File: config.mk
export PLATFORM = sky130hd
export DESIGN_NAME = xor_r_arb
export DESIGN_NICKNAME = d
export VERILOG_FILES = /design/src/rtl/xor_r_arb_pkg.sv /design/src/rtl/xor_r.sv /design/src/rtl/xor_r_arb_rr_arb.sv /design/src/rtl/xor_r_arb.sv
export SDC_FILE = /design/constraint.sdc
export NUM_CORES = 1
export LEC_CHECK = 0
export CORE_MARGIN = 1.5
export CORE_UTILIZATION = 39
export CTS_CLUSTER_DIAMETER = 120
export DETAILED_ROUTE_END_ITERATION = 10
export MAX_ROUTING_LAYER = met4
export PLACE_DENSITY = 0.82
export SLEW_MARGIN = 0
export SYNTH_ARGS = -nofsm -noshare
export SYNTH_HDL_FRONTEND = slang
export SYNTH_SLANG_ARGS = --single-unit
File: constraint.sdc
create_clock -name clk -period 5.5 [get_ports clk]
set_input_delay 1.65 -clock clk [delete_from_list [all_inputs] [get_ports clk]]
set_output_delay 1.65 -clock clk [all_outputs]
set_load 0.03 [all_outputs]
File: src/rtl/xor_r_arb_pkg.sv
// Shared helpers for the round-robin XOR-reduction sequencer: tree sizing rules
// and the tag record that travels alongside the reduction pipeline.
package xor_r_arb_pkg;

  localparam int MAX_REQ = 16;

  // Fan-in used by the next tree level, or 0 when the width cannot be split.
  function automatic int xor_r_next_k(input int width);
    if (width % 6 == 0) return 6;
    if (width % 5 == 0) return 5;
    if (width % 4 == 0) return 4;
    return 0;
  endfunction

  function automatic bit xor_r_width_ok(input int width);
    int w;
    int k;
    w = width;
    if (w < 1) return 1'b0;
    while (w > 6) begin
      k = xor_r_next_k(w);
      if (k == 0) return 1'b0;
      w = w / k;
    end
    return 1'b1;
  endfunction

  function automatic int xor_r_latency(input int width);
    int w;
    int k;
    int lat;
    w   = width;
    lat = 1;
    while (w > 6) begin
      k = xor_r_next_k(w);
      if (k == 0) return lat;
      w   = w / k;
      lat = lat + 1;
    end
    return lat;
  endfunction

  typedef struct packed {
    logic               vld;
    logic [MAX_REQ-1:0] id;
  } tag_t;

endpackage

File: src/rtl/xor_r.sv
// Pipelined XOR-reduction tree: one register per level, fan-in 6/5/4 chosen
// from the width, final level reduces at most 6 bits. No reset on the datapath.
module xor_r
  import xor_r_arb_pkg::*;
#(
  parameter int WIDTH       = 30,
  parameter int TARGET_CHIP = 2
) (
  input  logic             clk,
  input  logic [WIDTH-1:0] din,
  output logic             dout
);

  localparam int K = xor_r_next_k(WIDTH);

  if (TARGET_CHIP < 0) begin : g_bad_chip
    $error("xor_r: TARGET_CHIP must be non-negative");
  end

  if (WIDTH <= 6) begin : g_leaf
    logic dout_d, dout_q;
    always_comb dout_d = ^din;
    always_ff @(posedge clk) dout_q <= dout_d;
    assign dout = dout_q;
  end else if (K != 0) begin : g_node
    localparam int N = WIDTH / K;
    logic [N-1:0] part_d, part_q;
    always_comb begin
      part_d = '0;
      for (int j = 0; j < N; j++) part_d[j] = ^din[j*K +: K];
    end
    always_ff @(posedge clk) part_q <= part_d;
    xor_r #(.WIDTH(N), .TARGET_CHIP(TARGET_CHIP)) u_next (
      .clk  (clk),
      .din  (part_q),
      .dout (dout)
    );
  end else begin : g_bad_width
    $error("xor_r: unsupported WIDTH %0d", WIDTH);
  end

endmodule

File: src/rtl/xor_r_arb_rr_arb.sv
// Combinational round-robin pick: first valid requester after 'last', wrapping.
module rr_arb #(
  parameter int NUM_REQ = 4,
  parameter int IW      = $clog2(NUM_REQ)
) (
  input  logic [NUM_REQ-1:0] valid,
  input  logic [IW-1:0]      last,
  output logic [NUM_REQ-1:0] grant,
  output logic [IW-1:0]      idx,
  output logic               any
);

  int cand;

  always_comb begin
    grant = '0;
    idx   = '0;
    any   = 1'b0;
    cand  = 0;
    for (int o = 1; o <= NUM_REQ; o++) begin
      cand = (int'(last) + o) % NUM_REQ;
      if (!any && valid[cand[IW-1:0]]) begin
        any               = 1'b1;
        idx               = cand[IW-1:0];
        grant[cand[IW-1:0]] = 1'b1;
      end
    end
  end

endmodule

File: src/rtl/xor_r_arb.sv
// Shares one pipelined XOR-reduction tree among NUM_REQ requesters; a tag
// pipeline matching the tree latency routes each parity back to its owner.
module xor_r_arb
  import xor_r_arb_pkg::*;
#(
  parameter int NUM_REQ     = 4,
  parameter int WIDTH       = 30,
  parameter int TARGET_CHIP = 2
) (
  input  logic                     clk,
  input  logic                     arst,
  input  logic                     halt,
  input  logic [NUM_REQ-1:0]       req_valid,
  input  logic [NUM_REQ*WIDTH-1:0] req_data,
  output logic [NUM_REQ-1:0]       req_ready,
  output logic [NUM_REQ-1:0]       rsp_valid,
  output logic                     rsp_parity,
  output logic                     busy
);

  localparam int LAT = xor_r_latency(WIDTH);
  localparam int IW  = $clog2(NUM_REQ);

  if (!xor_r_width_ok(WIDTH)) begin : g_bad_width
    $error("xor_r_arb: WIDTH %0d not supported by xor_r", WIDTH);
  end
  if (NUM_REQ < 2 || NUM_REQ > MAX_REQ) begin : g_bad_req
    $error("xor_r_arb: NUM_REQ %0d out of range", NUM_REQ);
  end

  logic [IW-1:0]      last_d, last_q;
  logic [NUM_REQ-1:0] pick;
  logic [IW-1:0]      pick_idx;
  logic               pick_any;
  logic               xfer;
  logic [WIDTH-1:0]   tree_in;
  tag_t               tag_d [LAT];
  tag_t               tag_q [LAT];

  rr_arb #(.NUM_REQ(NUM_REQ), .IW(IW)) u_arb (
    .valid (req_valid),
    .last  (last_q),
    .grant (pick),
    .idx   (pick_idx),
    .any   (pick_any)
  );

  // arst gates the grant combinationally so nothing is offered mid-reset.
  assign xfer      = pick_any & ~halt & ~arst;
  assign req_ready = xfer ? pick : '0;

  always_comb begin
    tree_in = '0;
    for (int i = 0; i < NUM_REQ; i++)
      if (req_ready[i]) tree_in |= req_data[i*WIDTH +: WIDTH];
  end

  always_comb begin
    last_d                 = xfer ? pick_idx : last_q;
    tag_d[0].vld           = xfer;
    tag_d[0].id            = '0;
    tag_d[0].id[NUM_REQ-1:0] = pick;
    for (int s = 1; s < LAT; s++) tag_d[s] = tag_q[s-1];
  end

  always_ff @(posedge clk or posedge arst) begin
    if (arst) begin
      last_q <= IW'(NUM_REQ - 1);
      for (int s = 0; s < LAT; s++) tag_q[s] <= '0;
    end else begin
      last_q <= last_d;
      tag_q  <= tag_d;
    end
  end

  xor_r #(.WIDTH(WIDTH), .TARGET_CHIP(TARGET_CHIP)) u_tree (
    .clk  (clk),
    .din  (tree_in),
    .dout (rsp_parity)
  );

  assign rsp_valid = tag_q[LAT-1].vld ? tag_q[LAT-1].id[NUM_REQ-1:0] : '0;

  always_comb begin
    busy = 1'b0;
    for (int s = 0; s < LAT; s++) busy = busy | tag_q[s].vld;
  end

endmodule

# After elaboration in Yosys (flattened, before gate mapping)
# Index checks and enable logic that the tools add are counted.
# totals
ff_bits	18
input_bits	127
elab_cells	80
# classes
addsub	4
n_lt_le_gt_ge	8
mux	34
bitwise_logic	11
reduce_logical	16
# op_table
cell	count
two-way mux 30 bit	4
OR 30 bit	3
parity 6 bit	5
two-way mux 4 bit	6
< comparator 2 x 3 -> 1 bit, second input constant	4
two-way mux 1 bit	12
OR 4 bit	3
binary-select mux 1 bit (select 2 bit)	4
demux 1 bit (select 2 bit)	4
greater-or-equal comparator 2 x 1 -> 1 bit, second input constant	4
two-way mux 2 bit	4
logical AND 1 bit	7
parity 5 bit	1
adder 2 x 1 -> 2 bit, second input constant	2
adder 2 bit, second input constant	2
zero test 1 bit	3
AND 1 bit	2
NOT 1 bit	2
OR 1 bit	1

# Logic depth before layout (Yosys ltp)
# depth
depth_word	24
depth_mapped	17

# Hierarchy
# From an unflattened synthesis, not the netlist that was laid out.
# hier_totals
cells_unflattened	247
hier_area_um2	2174.6
# modules_own_cells
module	n_inst	cells_per_inst	area_each_um2	seq_area_each_um2
xor_r_arb	1	132	1103.6	302.8
rr_arb	1	86	629.4	0.0
xor_r at u_tree	1	25	381.6	100.1
xor_r at u_tree.g_node.u_next	1	4	60.1	20.0

# Worst setup path before layout
# Ideal clock, no wire load.
# synth_timing
path_kind	input to output
startpoint	in req_valid[2]
endpoint	out req_ready[1]
arrival_ns	3.542
setup_slack_ns	0.308
path_stages	9
path_cell_list	clkbuf_2 -> mux4_2 -> nor4b_2 -> nand2_1 -> o21a_1 -> buf_6 -> inv_2 -> buf_6 -> and2_1
# synth_lines
item	line_no	source
start: declaration	xor_r_arb.sv:13	input logic [NUM_REQ-1:0] req_valid,
binary-select mux 1 bit (select 2 bit)	xor_r_arb_rr_arb.sv:22	if (!any && valid[cand[IW-1:0]]) begin
two-way mux 1 bit (not written as such)	xor_r_arb_rr_arb.sv:22	
two-way mux 1 bit	xor_r_arb_rr_arb.sv:22	
zero test 1 bit	xor_r_arb_rr_arb.sv:22	
logical AND 1 bit	xor_r_arb_rr_arb.sv:22	
two-way mux 1 bit	xor_r_arb_rr_arb.sv:22	
zero test 1 bit	xor_r_arb_rr_arb.sv:22	
logical AND 1 bit	xor_r_arb_rr_arb.sv:22	
two-way mux 1 bit	xor_r_arb_rr_arb.sv:22	
zero test 1 bit	xor_r_arb_rr_arb.sv:22	
logical AND 1 bit	xor_r_arb_rr_arb.sv:22	
two-way mux 4 bit *	xor_r_arb_rr_arb.sv:22	
net pick[1]	xor_r_arb.sv:32	logic [NUM_REQ-1:0] pick;
two-way mux 4 bit *	xor_r_arb.sv:50	assign req_ready = xfer ? pick : '0;
end: declaration	xor_r_arb.sv:15	output logic [NUM_REQ-1:0] req_ready,
# The timed path passes the listed nets; every way through them passes the cells marked *. The select of a mux whose other input is x is not followed.

# Worst setup path in the final report
# layout_timing
startpoint	in req_valid[1]
endpoint	out req_ready[1]
# layout_between
elab_chain_len	15
# layout_rtl
item	line_no	source
binary-select mux 1 bit (select 2 bit)	xor_r_arb_rr_arb.sv:22	
two-way mux 1 bit (not written as such)	xor_r_arb_rr_arb.sv:22	
two-way mux 1 bit	xor_r_arb_rr_arb.sv:22	
zero test 1 bit	xor_r_arb_rr_arb.sv:22	
logical AND 1 bit	xor_r_arb_rr_arb.sv:22	
two-way mux 1 bit	xor_r_arb_rr_arb.sv:22	
zero test 1 bit	xor_r_arb_rr_arb.sv:22	
logical AND 1 bit	xor_r_arb_rr_arb.sv:22	
two-way mux 1 bit	xor_r_arb_rr_arb.sv:22	
zero test 1 bit	xor_r_arb_rr_arb.sv:22	
logical AND 1 bit	xor_r_arb_rr_arb.sv:22	
two-way mux 1 bit	xor_r_arb_rr_arb.sv:22	
AND 1 bit (2 in series)	xor_r_arb.sv:49	assign xfer = pick_any & ~halt & ~arst;
two-way mux 4 bit *	xor_r_arb.sv:50	
# Every way passes the cells marked *; elsewhere a longest branch is shown, timed or not. The select of a mux whose other input is x is not followed.

==> flow_summary_export.csv <==
group,metric,value,unit
sta,tightest_slew,0.5481,ns
sta,setup_tns,0,ns
sta,slew_violations,0,
route,ant_nets,0,
synth,synth_cell_types,43,
sta,setup_viol,0,
worst_setup_path,critical-path-top-cell-by-count,"buf_4",
grt,grt_overflow,0,
worst_setup_path,ff2ff_setup_slack,1.28,ns
clock_network,insertion_delay,0.26,ns
outcome,status,"finished, final reports clean",
power_and_ir_drop,ir_drop,0.0003162,V
worst_setup_path,cpMaxStageDelayCell,"mux4_2",
worst_setup_path,crit_required,3.85,ns
layout,final_cells,487,
sta,hold_viol,0,
synth,ys_seq_area_share,17.58,%
placement,place_ws,0.004145,ns
clock_network,clkSlewWorstSetupHoldPaths,0.07,ns
die,ios,137,
min_path,min_to,"tag_q[0]",
layout,fin_util,65.50,%
die,core,5956,um2
die,rows,28,
synth,synth_top_area_cell,"a221oi_2",
worst_setup_path,worstPathArrival,3.54,ns
sta,min_period,5.186,ns
synth,ys.flop_type,"dfrtp_1",
placement,gp_congestion,0.9375,
worst_setup_path,crit_path_max_fanout,7,
flow_run,cap_viol_max_count,0,
worst_setup_path,crit_type,"primary input to primary output",
layout,regArea,422.9,um2
synth,synth_nets,414,
die,dieArea,6650,um2
route,routed_wirelength,7615,um
grt,grt_max_degree,31,
worst_setup_path,end_kind,"primary output",
placement,dp_hpwl,6099,um
worst_setup_path,start_kind,"primary input",
layout,layout-drive-gt1-share,16.02,%
clock_network,htreeDepth,1,
layout,final_cell_mix,"clkdlybuf4s50_1 (128), nand2_1 (43), nand3_1 (30)",
sta,fmax,192.8,MHz
synth,netlist_instances,279,
worst_setup_path,reg2reg_to,"u_tree.g_node.part_q[1]",
clock_network,cts_tree,"done",
power_and_ir_drop,power_density,519.4,nW/um2
clock_network,clock_path_buffers,2,
worst_setup_path,critPathBufInv,3,
clock_network,cts_made_buffers,3,
synth,ys_async_sr_fraction,66.67,%
worst_setup_path,r2r-start,"last_q[0]",
layout,n_antenna_cell,0,
layout,syn_to_final_growth,62.14,%
sta,rsz0062_at_grt,"no",
min_path,hp-start,"tag_d[0]",
die,initial_utilization,40.40,%
synth,synth_top_area_share,13.10,%
grt,antenna_found_initial,0,
sta,post-route-period-util,94.28,%
route,dr.first_iter.drc_count,183,
die,die_h,81.55,um
worst_setup_path,cpPeakStageDelay,0.58,ns
power_and_ir_drop,power.total,2.026,mW
route,wire_per_inst,15.64,um
placement,dp_cells,480,
layout,nets,548,
route,drc_errors,0,
synth,yosysWarnings,0,
sta,fin_skew,0.001662,ns
clock_network,cts-root-buf,"clkbuf_8",
route,via_per_inst,5.433,
clock_network,numClockSinks,18,
grt,globalRouteTotalUtil,23.55,%
route,vias,2646,
layout,multi_input_area,1758,um2
route,dr.pass1.iters,4,
placement,portBuffers,136,
layout,n_fill_cell,506,
sta,relSlewSlack,62.42,%
synth,synth_area_leaders,"a221oi_2 (13%), dfrtp_1 (10%), xnor2_1 (7.3%)",
grt,grt_pass1_vias,2582,
worst_setup_path,crit_family,"simple AND/OR/NAND/NOR gates",
die,die_x,81.55,um
min_path,min_path_type,"flop to flop",
power_and_ir_drop,power_leakage,1.557,nW
layout,layout_commonest_cell,"clkdlybuf4s50_1",
worst_setup_path,cp_cell_sequence,"dlymetal6s2s_1 -> mux4_2 -> buf_4 -> nor4_1 -> nor3_2 -> and2_1 -> buf_4",
synth,synth_area,2406,um2
synth,synth_edf_count,0,
grt,grt_pass1_wl,11870,um
synth,syn_avg_cell_area,8.624,um2
min_path,min_path_cells,0,
sta,layout_setup_ws,0.3144,ns
worst_setup_path,worstRegToRegCells,11,
synth,ys_ff_latch,18,
## stage by stage
step / hold slack (ns) / instance area (um2)
floorplan: 0.3312 / 2406
global placement: 0.3341 / 3801
detailed placement: 0.3363 / 3801
CTS: 0.3520 / 3856
global route: 0.3582 / 3901
finish: 0.3516 / 3901
## area by class of cell
| cell class | instances | share of cell area [%] |
|---|---|---|
| Sequential cell | 18 | 10.84 |
| Timing Repair Buffer | 156 | 38.74 |
| Tap cell | 75 | 2.405 |
| Clock buffer | 4 | 1.411 |
| Inverter | 16 | 1.539 |
| Multi-Input combinational cell | 218 | 45.06 |
## logic make-up after synthesis
| group | share of synthesized area, % |
|---|---|
| muxes | 6.812 |
| DFF | 17.58 |
| adders and majority gates | 4.160 |
| buffers and inverters | 10.09 |
| AOI/OAI and AO/OA | 28.39 |
| and+or+nand+nor | 21.01 |
| xor gates and xnor gates | 11.96 |
## routing by layer
metal / up-vias / part of all wire [%] / global-route usage (%)
met3: 10 / 6.1 / 3.222
met1: 1220 / 39 / 27.47
met5: - / 0 / -
met2: 115 / 53 / 42.98
met4: 0 / 1.4 / 4.483
li1: 1301 / - / -
## worst max path at each step
| stage | startpoint | endpoint | slack [ns] | cells after the start |
|---|---|---|---|---|
| 2_1_floorplan | req_valid[2] | req_ready[1] | 0.31 | 9 |
| 3_3_place_gp | req_valid[1] | req_ready[3] | 0.09 | 8 |
| 3_5_place_dp | req_valid[2] | req_ready[2] | 0.004 | 8 |
| 4_1_cts | req_valid[0] | req_ready[2] | 0.002 | 7 |
| 5_1_grt | req_valid[1] | req_ready[1] | 0.21 | 7 |
| 6_report | req_valid[1] | req_ready[1] | 0.31 | 7 |
## synthesized netlist by cell type, drive strengths merged (3+ instances only)
cell type / instances
o2111ai: 10
a221oi: 24
o22ai: 22
ha: 8
mux2: 3
and2: 10
nor2b: 3
mux2i: 4
inv: 16
clkbuf: 6
nor2: 3
nand2: 43
dfrtp: 10
buf: 21
a31o: 3
nand2b: 6
nor3: 3
mux4: 4
xnor2: 20
nand3: 30
xnor3: 5
dfxtp: 6
## power breakdown
group	switching [mW]	internal (mW)	leakage [nW]
registers	0.0574	0.216	0.196
clock network	0.0472	0.0637	0.0288
logic	0.795	0.847	1.33
## state kept, by name, summed over array words and instances, names as in the netlist
register and count:
tag_q 5, u_tree.g_node.u_next.dout 1, tag_d 5, u_tree.g_node.part_q 5, last_q 2
## worst register-to-register path: stages, from the launching register on
cell	delay, ns
dfstp_2	0.79
inv_1	0.26
ha_1	0.52
mux4_2	0.46
buf_4	0.18
nor4_1	0.40
nor3_2	0.16
and2_4	0.20
buf_4	0.22
a221oi_2	0.33
xnor2_1	0.23
xnor3_1	0.36
## what timing repair did
action / 4_1_cts / 5_1_grt
setup buffers: 0 / 3
hold buffers: 0 / 0
setup endpoints to repair: 0 / 4
resized for setup: 0 / 7
Power figures use the tool's default switching activity.
